**src/rtl/ysyx_23060124_rst_seq.sv**
```systemverilog
// Reset sequencer: synchronises an asynchronous active-low reset and releases
// NUM_OUT per-domain resets in order, after a hold period, with a fixed gap
// between releases. A synchronous software request restarts the hold period.
module ysyx_23060124_rst_seq #(
    parameter int SYNC_STAGES = 2,
    parameter int NUM_OUT     = 3,
    parameter int STRETCH     = 16,
    parameter int GAP         = 4
) (
    input  logic               i_clk,
    input  logic               i_rst_n,
    input  logic               i_sw_rst,
    output logic [NUM_OUT-1:0] o_rst_n,
    output logic               o_busy
);

    localparam int                IDX_W        = (NUM_OUT > 1) ? $clog2(NUM_OUT) : 1;
    localparam logic [7:0]        STRETCH_LAST = 8'(STRETCH - 1);
    localparam logic [7:0]        GAP_LAST     = 8'(GAP - 1);
    localparam logic [IDX_W-1:0]  IDX_LAST     = IDX_W'(NUM_OUT - 1);

    typedef enum logic [1:0] {
        ST_RESET   = 2'd0,
        ST_STRETCH = 2'd1,
        ST_RELEASE = 2'd2,
        ST_RUN     = 2'd3
    } state_e;

    logic [SYNC_STAGES-1:0] sync_q;
    logic                   chain_out;
    logic                   active;

    state_e                 state_q, state_d;
    logic [7:0]             cnt_q, cnt_d;
    logic [IDX_W-1:0]       idx_q, idx_d;
    logic [NUM_OUT-1:0]     rst_q, rst_d;
    logic                   busy_q, busy_d;

    // Synchroniser chain: shifts ones in once the external reset is released.
    always_ff @(posedge i_clk or negedge i_rst_n) begin
        if (!i_rst_n) begin
            sync_q <= '0;
        end else begin
            sync_q <= {sync_q[SYNC_STAGES-2:0], 1'b1};
        end
    end

    assign chain_out = sync_q[SYNC_STAGES-1];

    // The first edge that sees the chain high already counts as hold cycle 0,
    // so the sequencer is effectively running from that edge on.
    assign active = (state_q != ST_RESET) || chain_out;

    // Next-state logic: software restart has priority over sequencing.
    always_comb begin
        state_d = state_q;
        cnt_d   = cnt_q;
        idx_d   = idx_q;
        rst_d   = rst_q;
        busy_d  = busy_q;
        if (active && i_sw_rst) begin
            state_d = ST_STRETCH;
            cnt_d   = 8'd0;
            idx_d   = '0;
            rst_d   = '0;
            busy_d  = 1'b1;
        end else begin
            case (state_q)
                ST_RESET, ST_STRETCH: begin
                    if (active) begin
                        if (cnt_q == STRETCH_LAST) begin
                            rst_d[0] = 1'b1;
                            cnt_d    = 8'd0;
                            if (NUM_OUT == 1) begin
                                state_d = ST_RUN;
                                busy_d  = 1'b0;
                            end else begin
                                state_d = ST_RELEASE;
                                idx_d   = IDX_W'(1);
                            end
                        end else begin
                            state_d = ST_STRETCH;
                            cnt_d   = cnt_q + 8'd1;
                        end
                    end
                end
                ST_RELEASE: begin
                    if (cnt_q == GAP_LAST) begin
                        for (int k = 0; k < NUM_OUT; k++) begin
                            if (idx_q == IDX_W'(k)) begin
                                rst_d[k] = 1'b1;
                            end
                        end
                        cnt_d = 8'd0;
                        if (idx_q == IDX_LAST) begin
                            state_d = ST_RUN;
                            busy_d  = 1'b0;
                        end else begin
                            idx_d = idx_q + IDX_W'(1);
                        end
                    end else begin
                        cnt_d = cnt_q + 8'd1;
                    end
                end
                ST_RUN: begin
                    state_d = ST_RUN;
                end
                default: begin
                    state_d = ST_RESET;
                end
            endcase
        end
    end

    // State, counters and output flops; outputs come straight from here.
    always_ff @(posedge i_clk or negedge i_rst_n) begin
        if (!i_rst_n) begin
            state_q <= ST_RESET;
            cnt_q   <= 8'd0;
            idx_q   <= '0;
            rst_q   <= '0;
            busy_q  <= 1'b1;
        end else begin
            state_q <= state_d;
            cnt_q   <= cnt_d;
            idx_q   <= idx_d;
            rst_q   <= rst_d;
            busy_q  <= busy_d;
        end
    end

    assign o_rst_n = rst_q;
    assign o_busy  = busy_q;

endmodule

```
**config.mk**
```make
export PLATFORM = sky130hd
export DESIGN_NAME = ysyx_23060124_rst_seq
export DESIGN_NICKNAME = d
export VERILOG_FILES = /design/src/rtl/ysyx_23060124_rst_seq.sv
export SDC_FILE = /design/constraint.sdc
export NUM_CORES = 1
export LEC_CHECK = 0
export CAP_MARGIN = 30
export CELL_PAD_IN_SITES_DETAIL_PLACEMENT = 0
export CELL_PAD_IN_SITES_GLOBAL_PLACEMENT = 1
export CORE_UTILIZATION = 47
export CTS_CLUSTER_DIAMETER = 50
export DETAILED_ROUTE_END_ITERATION = 10
export DONT_BUFFER_PORTS = 1
export GPL_TIMING_DRIVEN = 0
export HOLD_SLACK_MARGIN = 0.12
export PLACE_DENSITY_LB_ADDON = 0.1
export REMOVE_ABC_BUFFERS = 1
export SYNTH_ARGS = -nofsm -noshare
export SYNTH_HDL_FRONTEND = slang
export SYNTH_SLANG_ARGS = --single-unit
```
**constraint.sdc**
```tcl
create_clock -name i_clk -period 2.1 [get_ports i_clk]
set_clock_uncertainty 0.05 [all_clocks]
set_input_delay 0.105 -clock i_clk [delete_from_list [all_inputs] [get_ports i_clk]]
set_output_delay 0.105 -clock i_clk [all_outputs]
set_load 0.05 [all_outputs]
```
Yosys cells after proc, flatten, opt, wreduce, memory -nomap -nowiden
Index checks and enable logic that the tools add are counted.
Word-level totals
  flip-flop bits (word level): 18
  input port bits: 3
  output and inout bits: 4
  word-level logic and storage cells: 70
Cells by class
  add/subtract/negate cells: 2
  eq/ne operators: 13
  multiplexer cells: 30
  reductions and logical operators: 17
Operators with widths (count)
  two-way mux 8 bit: 4
  two-way mux 2 bit: 11
  != test 3 bit, second input constant: 6
  case mux 8 bit (2 select lines): 1
  AND reduction 5 bit: 2
  nonzero test 2 bit: 5
  two-way mux 1 bit: 9
  AND reduction 3 bit: 3
  adder 8 x 1 -> 8 bit, second input constant: 1
  == test 8 x 2 -> 1 bit, second input constant: 1
  == test 8 x 4 -> 1 bit, second input constant: 1
  == test 2 bit, second input constant: 3
  two-way mux 3 bit: 2
  case mux 2 bit (3 select lines): 1
  == test 2 x 1 -> 1 bit, second input constant: 2
  logical NOT 2 bit: 2
  case mux 2 bit (2 select lines): 1
  nonzero test 3 bit: 1
  adder 2 x 1 -> 2 bit, second input constant: 1
  case mux 1 bit (2 select lines): 1
  AND reduction 2 bit: 1
  OR reduction 2 bit: 1
  logical AND 1 bit: 1
  logical OR 1 bit: 1

Longest topological paths before layout
  depth after elaboration: 5
  mapped depth: 7
  depth with buffers taken out: 6

Worst setup path after synthesis
Ideal clock, no wire load.
  path type: register to register
  start: reg cnt_q[0]
  end: reg cnt_q[7]
  setup time: 95 ps
  arrival: 1688 ps
  data required time: 1955 ps
  slack: 266 ps
  cell stages (with the launch flop): 8
  path buffers: 1
  period minus slack after synthesis: 1834 ps
  cells stage by stage: dfrtp_1 -> ha_1 -> and3_1 -> clkbuf_1 -> a211oi_1 -> o21a_2 -> nand2_1 -> o31ai_1
On the way
  cells in the longest elaborated chain, start to end: 5
  elaborated cells on any way between the ends: 8
  those cells by class: add/sub (1); eq/ne (2); mux (5)
Ends and longest elaborated chain
  start, declared: line 34  | logic [7:0] cnt_q, cnt_d;
  start signal, assigned: line 125  | cnt_q <= cnt_d;
  adder 8 x 1 -> 8 bit or == test 8 x 4 -> 1 bit (tied branches): line 83, 102, 71
  two-way mux 8 bit: line 71  | if (cnt_q == STRETCH_LAST) begin
  two-way mux 8 bit: line 70  | if (active) begin
  case mux 8 bit (2 select lines) (*): line 68  | case (state_q)
  two-way mux 8 bit (*): line 61  | if (active && i_sw_rst) begin
Mark *: on every way between the ends. The rest lies on a longest branch, timed or not. The select of a mux whose other input is x is not followed.
A chain may end at the register's enable or synchronous reset.

Worst setup path after layout
Ends and elaborated chain as after synthesis.

==> run metrics <==
worst flop-to-flop path startpoint=cnt_q[0]$_DFFE_PN0P_; total placed instance area=1010 um^2; Core Util, Final=a little under three fifths; Synth warnings=0; worst hold-check path type=primary input to register; post-layout instance area=roughly 1100 um^2; clk slew on worst S/H paths=0.11 ns; Mapped Cells=between 100 and 150; EDFF count, synth=0; Critical Path RT=approximately 2.2 ns; largest net degree at the start of global routing=19; share of layout cells above drive strength 1=18.3%; fmax=0.504 GHz; CTS Buf Count=3; final worst path period need=~2.0 ns; outcome=finished, final reports clean; Root Driver=clkbuf_4; worst setup path class=register to register; Antenna diodes=0; biggest area consumer among synthesized cells=dfrtp_1; Initial Utilization=50.3%; DRC=0; area delta synth->final=13.1%; TritonCTS clock tree=done; via count=about 800; vias per cell=roughly 5.8; CP Capture Type=register; Synth cell types=43; Main synth FF type=dfrtp_1; PortBufs=0; P_leak=about 0.00046 uW; synth top area cells=dfrtp_1 43%, ha_1 5.1%, nand3_1 3.0%; Core Area=1960 um^2; worst-skew pair later-pin latency=0.29 ns; Worst Min Path Start=i_sw_rst; GRT Total Usage=slightly above 20%; Iter 0 DRT Violations=13; area occupied by multi-input gates=between 500 and 600 um^2; FP Rows=16; number of synthesized register bits=18; ys async rst share=100%; Post-DP HPWL=between 1000 and 1500 um; top-area cell type share of the netlist area=a little over two fifths; Worst Setup SP=cnt_q[0]$_DFFE_PN0P_; width of the die=around 48 um; Routed Antenna Nets=0; DRT Wirelength=between 2000 and 2500 um; cell area after synthesis=986 um^2; register area share after synthesis=a little under half; total grt overflow=0; Setup-failing EPs final=0; period utilization=94.5%; Wirelength per Cell=~15 um; Fillers=~190; nets=between 100 and 150; maximum vdd ir drop=around 0.39 mV; initial antenna violation count=0; Post-Syn Area per Cell=around 9.7 um^2; crit start category=register; H-tree depth=1; power per cell area=roughly 580 nW/um^2; routability cong.=around 0.8; max cap viols=0; Final Hold Fails=0; 1st-pass router iterations=4; Die Outline Area=approximately 2300 um^2; Die H=between 40 and 50 um; Worst Path Arrival=2.12 ns; Top-Level Pins=7; first-pass GRT wire length=3150 um; Slew Viols, Final=0; vias in the first global route=about 700; pin slew with the least headroom to its limit=around 0.79 ns; area occupied by registers=452 um^2; clk buf depth=2; setup_tns=0 ns; CTS Sinks=18; Slew headroom=between 40 and 50%; worst-path fanout max=8
## logic make-up (layout without fill, tap and decap cells)
family	Yosys count	in the layout	synth area share [%]
AOI/OAI and AO/OA	33	33	22.6
adders and majority gates	4	4	5.08
buffers and inverters	9	16	3.68
other	1	1	0.380
and+or+nand+nor	36	36	21.3
DFF	18	18	45.8
muxes	1	1	1.14
## worst max-delay path, stage by stage, from the launching register on
cell and delay [ns]:
dfrtp_1 0.43, ha_2 0.27, and3_2 0.27, a211oi_1 0.09, o21a_2 0.30, buf_4 0.16, a31oi_1 0.22, o31ai_2 0.09
## where the power goes
group / switching (uW) / internal [uW]
clock network: 109 / 106
logic: 34.2 / 24.2
registers: 16.0 / 358
total: 160 / 488
## flip-flops by register name, indices dropped and copies added (netlist names)
| name | count |
|---|---|
| cnt_q | 8 |
| o_rst_n | 3 |
| idx_q | 2 |
| state_q | 2 |
| sync_q | 2 |
| o_busy | 1 |
## per-layer routing
metal,GRT usage [%],wire length [um],vias to the layer above
met5,0,0,-
met4,10.0,19,0
met3,4.53,51,4
met2,30.8,961,14
met1,28.2,1020,386
li1,-,-,388
## Yosys cell counts, drive strengths merged (2+ instances only)
library cell / n
nor2b: 2
buf: 2
o21a: 3
nor2: 7
a31oi: 3
inv: 6
o21ai: 7
nand2: 7
ha: 4
a21oi: 6
o22ai: 4
a211oi: 2
nand3: 6
nand3b: 2
dfrtp: 17
or4b: 2
## cells in the final DEF, fill, tap and decap left out, drive strengths merged, types with 2 or more instances in the layout
cell type     n
nand2         7
o21a          3
nor2          7
a21oi         6
nand3         6
dfrtp        17
a31oi         3
o21ai         7
ha            4
buf           4
clkbuf        4
dlygate4sd3   2
a211oi        2
nor2b         2
o22ai         4
or4b          2
inv           6
nand3b        2
## final cells by class
| class | instances | area share (%) |
|---|---|---|
| Timing Repair Buffer | 6 | 4.49 |
| Tap cell | 27 | 3.03 |
| Multi-Input combinational cell | 75 | 46.7 |
| Sequential cell | 18 | 40.5 |
| Clock buffer | 4 | 3.25 |
| Inverter | 6 | 2.02 |
## worst paths after layout
check	end	slack [ns]	depth (start not counted)
worst max-delay path	cnt_q[7]$_DFFE_PN0P_	0.11	7
max in group asynchronous	sync_q[0]$_DFF_PN0_	1.23	1
worst max register to register	cnt_q[7]$_DFFE_PN0P_	0.11	7
min in group asynchronous	state_q[1]$_DFFE_PN0P_	0.28	1
worst min register to register	sync_q[1]$_DFF_PN0_	0.32	0
worst min-delay path	state_q[0]$_DFFE_PN0P_	0.15	2
## per-stage QoR
stage          hold WS, ns  power (uW)  cells  setup WS [ns]
2_1_floorplan       -0.241         412     99          0.145
3_3_place_gp        -0.240         422    126         -0.193
3_5_place_dp        -0.240         422    126         -0.164
4_1_cts              0.127         658    132         0.0737
5_1_grt              0.163         684    136      -0.000161
6_report             0.151         647    136          0.115
## repair_timing
action | 4_1_cts | 5_1_grt
hold endpoints to repair | 27 | 0
endpoints found under the setup margin | 7 | 6
pin swaps | 0 | 2
hold buffers | 2 | 0
buffers inserted | 0 | 4
gates resized for setup | 1 | 4
gates cloned | 0 | 0
No activity file was read; power rests on OpenSTA's default activity.
